**config.mk**
```make
export PLATFORM = sky130hd
export DESIGN_NAME = mem_port_arbiter_flat
export DESIGN_NICKNAME = d
export VERILOG_FILES = /design/src/rtl/mem_port_arbiter_if.sv /design/src/rtl/mem_port_arbiter.sv /design/src/flat_wrapper.sv
export SDC_FILE = /design/constraint.sdc
export NUM_CORES = 1
export LEC_CHECK = 0
export ABC_AREA = 1
export BUFFER_PORTS_ARGS = -buffer_cell sky130_fd_sc_hd__buf_2
export CAP_MARGIN = 20
export CELL_PAD_IN_SITES_DETAIL_PLACEMENT = 0
export CELL_PAD_IN_SITES_GLOBAL_PLACEMENT = 1
export CORE_ASPECT_RATIO = 0.6
export CORE_MARGIN = 2
export CORE_UTILIZATION = 30
export CTS_CLUSTER_SIZE = 28
export DETAILED_ROUTE_END_ITERATION = 6
export PLACE_DENSITY = 0.72
export SYNTH_ARGS = -nofsm -noshare
export SYNTH_HDL_FRONTEND = slang
export SYNTH_SLANG_ARGS = --single-unit
```
**constraint.sdc**
```tcl
create_clock -name clk -period 2.1 [get_ports clk]
set_input_delay 0.42 -clock clk [delete_from_list [all_inputs] [get_ports clk]]
set_output_delay 0.42 -clock clk [all_outputs]
set_load 0.02 [all_outputs]
```
**src/rtl/mem_port_arbiter_if.sv**
```systemverilog
// Bundle of fetch port, data port and unified-memory handshake signals.
// slave: the arbiter's view; master: the pipeline + memory environment.
interface mem_port_arbiter_if #(
    parameter int N = 64
);
    logic          if_req;
    logic [N-1:0]  if_addr;
    logic [31:0]   if_rdata;
    logic          if_ready;
    logic          if_stall;

    logic          dm_read;
    logic          dm_write;
    logic [N-1:0]  dm_addr;
    logic [N-1:0]  dm_wdata;
    logic [N-1:0]  dm_rdata;
    logic          dm_ready;
    logic          dm_stall;

    logic          mem_req;
    logic          mem_we;
    logic [N-1:0]  mem_addr;
    logic [N-1:0]  mem_wdata;
    logic [N-1:0]  mem_rdata;
    logic          mem_ack;

    modport slave (
        input  if_req, if_addr, dm_read, dm_write, dm_addr, dm_wdata, mem_rdata, mem_ack,
        output if_rdata, if_ready, if_stall, dm_rdata, dm_ready, dm_stall,
               mem_req, mem_we, mem_addr, mem_wdata
    );

    modport master (
        output if_req, if_addr, dm_read, dm_write, dm_addr, dm_wdata, mem_rdata, mem_ack,
        input  if_rdata, if_ready, if_stall, dm_rdata, dm_ready, dm_stall,
               mem_req, mem_we, mem_addr, mem_wdata
    );
endinterface

```
**src/rtl/mem_port_arbiter.sv**
```systemverilog
// Arbitrates fetch and data ports onto one variable-latency memory.
// Data wins, except a waiting fetch is forced in after MAX_DSTREAK data grants.
module mem_port_arbiter #(
    parameter int N           = 64,
    parameter int MAX_DSTREAK = 4
) (
    input  logic              clk,
    input  logic              reset,
    mem_port_arbiter_if.slave bus
);
    typedef enum logic [1:0] {IDLE, BUSY_I, BUSY_D, RESP} state_t;

    localparam logic [3:0] STREAK_MAX = 4'(MAX_DSTREAK);

    state_t       state;
    logic [3:0]   streak;
    logic         dm_pend;
    logic         take_d;
    logic [N-1:0] gnt_addr;

    assign dm_pend  = bus.dm_read | bus.dm_write;
    assign take_d   = dm_pend & (~bus.if_req | (streak != STREAK_MAX));
    assign gnt_addr = take_d ? bus.dm_addr : bus.if_addr;

    assign bus.if_stall = bus.if_req & ~bus.if_ready;
    assign bus.dm_stall = dm_pend & ~bus.dm_ready;

    always_ff @(posedge clk or negedge reset) begin
        if (!reset) begin
            state         <= IDLE;
            streak        <= 4'd0;
            bus.mem_req   <= 1'b0;
            bus.mem_we    <= 1'b0;
            bus.mem_addr  <= '0;
            bus.mem_wdata <= '0;
            bus.if_ready  <= 1'b0;
            bus.dm_ready  <= 1'b0;
            bus.if_rdata  <= '0;
            bus.dm_rdata  <= '0;
        end else begin
            bus.if_ready <= 1'b0;
            bus.dm_ready <= 1'b0;
            unique case (state)
                IDLE: begin
                    if (take_d) begin
                        bus.mem_req   <= 1'b1;
                        bus.mem_addr  <= gnt_addr;
                        bus.mem_we    <= bus.dm_write;
                        bus.mem_wdata <= bus.dm_wdata;
                        state         <= BUSY_D;
                        // Streak only counts grants that made a fetch wait.
                        if (!bus.if_req)
                            streak <= 4'd0;
                        else if (streak != STREAK_MAX)
                            streak <= streak + 4'd1;
                    end else if (bus.if_req) begin
                        bus.mem_req   <= 1'b1;
                        bus.mem_addr  <= gnt_addr;
                        bus.mem_we    <= 1'b0;
                        bus.mem_wdata <= '0;
                        state         <= BUSY_I;
                        streak        <= 4'd0;
                    end
                end
                BUSY_I, BUSY_D: begin
                    if (bus.mem_ack) begin
                        bus.mem_req <= 1'b0;
                        bus.mem_we  <= 1'b0;
                        state       <= RESP;
                        if (state == BUSY_D) begin
                            bus.dm_rdata <= bus.mem_rdata;
                            bus.dm_ready <= 1'b1;
                        end else begin
                            bus.if_rdata <= bus.mem_rdata[31:0];
                            bus.if_ready <= 1'b1;
                        end
                    end
                end
                RESP:    state <= IDLE;
                default: state <= IDLE;
            endcase
        end
    end
endmodule

```
**src/flat_wrapper.sv**
```systemverilog
// flat-port wrapper written by rule: the top's interface ports become plain ports
module mem_port_arbiter_flat 
#(
    parameter int N           = 64,
    parameter int MAX_DSTREAK = 4
)
  (clk, reset, bus_if_req, bus_if_addr, bus_dm_read, bus_dm_write, bus_dm_addr, bus_dm_wdata, bus_mem_rdata, bus_mem_ack, bus_if_rdata, bus_if_ready, bus_if_stall, bus_dm_rdata, bus_dm_ready, bus_dm_stall, bus_mem_req, bus_mem_we, bus_mem_addr, bus_mem_wdata);
  mem_port_arbiter_if #(.N(N)) bus_i ();
  input  logic clk;
  input  logic reset;
  input wire logic [$bits(bus_i.if_req)-1:0] bus_if_req;
  input wire logic [$bits(bus_i.if_addr)-1:0] bus_if_addr;
  input wire logic [$bits(bus_i.dm_read)-1:0] bus_dm_read;
  input wire logic [$bits(bus_i.dm_write)-1:0] bus_dm_write;
  input wire logic [$bits(bus_i.dm_addr)-1:0] bus_dm_addr;
  input wire logic [$bits(bus_i.dm_wdata)-1:0] bus_dm_wdata;
  input wire logic [$bits(bus_i.mem_rdata)-1:0] bus_mem_rdata;
  input wire logic [$bits(bus_i.mem_ack)-1:0] bus_mem_ack;
  output wire logic [$bits(bus_i.if_rdata)-1:0] bus_if_rdata;
  output wire logic [$bits(bus_i.if_ready)-1:0] bus_if_ready;
  output wire logic [$bits(bus_i.if_stall)-1:0] bus_if_stall;
  output wire logic [$bits(bus_i.dm_rdata)-1:0] bus_dm_rdata;
  output wire logic [$bits(bus_i.dm_ready)-1:0] bus_dm_ready;
  output wire logic [$bits(bus_i.dm_stall)-1:0] bus_dm_stall;
  output wire logic [$bits(bus_i.mem_req)-1:0] bus_mem_req;
  output wire logic [$bits(bus_i.mem_we)-1:0] bus_mem_we;
  output wire logic [$bits(bus_i.mem_addr)-1:0] bus_mem_addr;
  output wire logic [$bits(bus_i.mem_wdata)-1:0] bus_mem_wdata;
  assign bus_i.if_req = bus_if_req;
  assign bus_i.if_addr = bus_if_addr;
  assign bus_i.dm_read = bus_dm_read;
  assign bus_i.dm_write = bus_dm_write;
  assign bus_i.dm_addr = bus_dm_addr;
  assign bus_i.dm_wdata = bus_dm_wdata;
  assign bus_i.mem_rdata = bus_mem_rdata;
  assign bus_i.mem_ack = bus_mem_ack;
  assign bus_if_rdata = bus_i.if_rdata;
  assign bus_if_ready = bus_i.if_ready;
  assign bus_if_stall = bus_i.if_stall;
  assign bus_dm_rdata = bus_i.dm_rdata;
  assign bus_dm_ready = bus_i.dm_ready;
  assign bus_dm_stall = bus_i.dm_stall;
  assign bus_mem_req = bus_i.mem_req;
  assign bus_mem_we = bus_i.mem_we;
  assign bus_mem_addr = bus_i.mem_addr;
  assign bus_mem_wdata = bus_i.mem_wdata;
  mem_port_arbiter #(.N(N), .MAX_DSTREAK(MAX_DSTREAK)) u_core (.clk(clk), .reset(reset), .bus(bus_i));
endmodule
```
==> run_results.csv <==
group,metric,value,unit
run,max-cap-violations,0,
grt,grt_pass1_wl,55500,um
logic_synthesis,synth_cells,1273,
clock_network,cts-resized-gates,0,
logic_synthesis,syn_nets,1541,
clock_network,post_cts_buffers,0,
sta,whs,0.0801,ns
critical_path,worstSetupPathType,"reg -> reg",
sta,skew,0.0226,ns
sta,max_slew_margin,61.1,%
critical_path,cp-startpoint,"u_core.state[0]",
sta,rsz0062_at_grt,"false",
logic_synthesis,synth_compound_area_share,3.51,%
sta,final-setup-viol-count,0,
grt,grt_antenna_before_repair,8,
placed_design,io_buffers,491,
die,io-pin-count,492,
die,die_area,0.0355,mm^2
run_status,status,"finished clean",
critical_path,start_kind,"flop",
final_layout,area_delta_synth_final,39.6,%
logic_synthesis,syn_area,0.0102,mm^2
critical_path,crit_required,2.58,ns
logic_synthesis,synthXorXnorAreaFrac,0.0859,%
grt,grt_max_degree,67,
die,num_rows,52,
logic_synthesis,synth_top_family_by_area,"simple AND/OR/NAND/NOR gates",
sta,fmax,557,MHz
drt,wl_per_cell,15.7,um
power,power_density,1590,mW/mm^2
clock_network,cts-buffers-inserted,25,
min_path,worstHoldStart,"bus_dm_wdata[0]",
die,die_h,147,um
sta,finalHoldViolations,0,
sta,setup_tns,0,ns
final_layout,fillCellCount,3583,
logic_synthesis,synthDistinctLibCells,21,
logic_synthesis,synth_seq_cells,234,
drt,drt_iter0_markers,515,
sta,fin_crit_sh,85.5,%
power,p_leak,8.58,nW
logic_synthesis,syn-mean-instance-area,8.01,um^2
logic_synthesis,synth_fa_ha_area_share,0.737,%
clock_network,hold_buffers,1,
clock_network,clock-sinks,234,
clock_network,cts_tree,"yes",
die,start_util,30.4,%
die,design.core.area,0.0336,mm^2
grt,globalRouteOverflowTotal,0,
grt,grt_pass1_vias,9571,
final_layout,drive_gt1_share,32.4,%
clock_network,clockBufferDepth,3,
clock_network,cts_htree_levels,1,
logic_synthesis,synth-simple-area-share,28.3,%
drt,drcViolationCount,0,
final_layout,fin_nets,2018,
min_path,hold_path_class,"in -> reg",
critical_path,arrival,2.27,ns
placed_design,place_congestion,0.869,
clock_network,clk_pin_slew,0.07,ns
sta,period_minus_slack,1.80,ns
grt,grtUsageTotal,19.5,%
die,die_x,242,um
sta,drv_slew,0,
clock_network,clkLatencyLatePin,0.53,ns
clock_network,cts-root-buf,"clkbuf_16",
drt,wirelength,35100,um
drt,drtAntennaViolNets,0,
drt,vias,9699,
sta,tightestPinTransition,0.583,ns
critical_path,reg2reg_from,"u_core.state[0]",
critical_path,critPathMaxFanout,62,
logic_synthesis,synthMuxAreaShare,0,%
logic_synthesis,seq_area_frac_synth,57.5,%
drt,via_per_inst,4.35,
power,ir_drop,0.000694,V
logic_synthesis,synth_warnings,0,
drt,firstDrtPassIters,4,
critical_path,cp-end-kind,"flop",
placed_design,place_hpwl,25300,um
synthesized netlist by cell type:
master,instances,area (um^2)
a21oi_4,1,16.3
buf_1,2,7.51
buf_2,40,200
buf_4,5,37.5
buf_6,3,33.8
clkbuf_1,18,67.6
dfrtp_1,234,5860
ha_1,6,75.1
inv_1,174,653
inv_2,4,15.0
nand2_1,567,2130
nand2_2,1,6.26
nand3_1,137,686
nand4_1,1,6.26
nor2_1,8,30.0
nor2_2,1,6.26
nor2_4,1,11.3
o21ai_0,67,335
o22ai_1,1,6.26
or2_2,1,6.26
xnor2_1,1,8.76
per-layer routing:
| layer | GRT usage, % | vias to the layer above | part of all wire [%] |
|---|---|---|---|
| li1 | - | 4796 | - |
| met1 | 26.6 | 4569 | 45 |
| met2 | 31.1 | 282 | 46 |
| met3 | 5.24 | 44 | 6.6 |
| met4 | 4.04 | 8 | 1.7 |
| met5 | 0 | - | 0.17 |
final cells by class:
type | count | area (um^2) | share of cell area [%]
Tap cell | 459 | 574 | 4.04
Clock inverter | 10 | 156 | 1.10
Sequential cell | 234 | 5860 | 41.1
Inverter | 178 | 671 | 4.71
Clock buffer | 35 | 753 | 5.29
Timing Repair Buffer | 518 | 2870 | 20.2
Multi-Input combinational cell | 793 | 3340 | 23.5
Antenna cell | 3 | 7.51 | 0.0527
logic make-up (layout without fill, tap and decap cells):
logic type,Yosys count,count (layout)
AOI/OAI and AO/OA,69,69
xor gates and xnor gates,1,1
adders and majority gates,6,6
buffers and inverters,246,741
DFF,234,234
other,0,3
and+or+nand+nor,717,717
final timing paths:
path	to	slack, ns	cells past startpoint
min in group asynchronous	u_core.bus.mem_addr[56]	0.45	2
max in group asynchronous	u_core.bus.dm_rdata[13]	1.01	3
worst max register to register	u_core.bus.mem_addr[27]	0.30	7
worst min-delay path	u_core.bus.mem_wdata[0]	0.08	3
worst min register to register	u_core.bus.mem_addr[21]	0.47	2
worst max-delay path	u_core.bus.mem_addr[27]	0.30	7
cell usage in the layout, fill, tap and decap left out, drive strengths merged, types with 3 or more instances in the layout:
| cell | instances |
|---|---|
| nor2 | 10 |
| dfrtp | 234 |
| diode | 3 |
| clkinv | 4 |
| ha | 6 |
| clkbuf | 35 |
| bufinv | 4 |
| o21ai | 67 |
| inv | 179 |
| nand2 | 568 |
| nand3 | 137 |
| buf | 517 |
state kept, by name (all words and copies together), names as in the netlist:
name	flops
u_core.bus.dm_rdata	64
u_core.bus.mem_addr	64
u_core.bus.mem_wdata	64
u_core.bus.if_rdata	32
u_core.streak	4
u_core.state	2
u_core.bus.dm_ready	1
u_core.bus.if_ready	1
u_core.bus.mem_req	1
u_core.bus.mem_we	1
power breakdown:
group | leakage, nW | switching [W] | total [W] | internal (W)
clock | 0.451 | 0.00186 | 0.00485 | 0.00299
sequential | 2.92 | 0.00109 | 0.00774 | 0.00664
combinational | 5.21 | 0.00682 | 0.0100 | 0.00322
through the flow:
| step | setup WS (ns) | cells | total power (W) | cell area, um^2 | util (%) |
|---|---|---|---|---|---|
| after detailed placement | 0.288 | 2181 | 0.0180 | 13300 | 39.6 |
| after floorplan | 0.544 | 1273 | 0.0139 | 10200 | - |
| final | 0.304 | 2230 | 0.0226 | 14200 | 42.4 |
| after global placement | 0.349 | 2181 | 0.0178 | 13300 | 39.6 |
| after global routing | 0.117 | 2230 | 0.0243 | 14200 | 42.4 |
| after CTS | 0.290 | 2227 | 0.0230 | 14200 | 42.4 |
critical path, stage by stage, from the launching register on:
cell	delay, ns
dfrtp_1	0.40
inv_1	0.11
ha_1	0.30
inv_2	0.10
a21oi_4	0.24
buf_12	0.33
nand3_1	0.16
nand2_1	0.09
(Power assumes the default switching activity.)
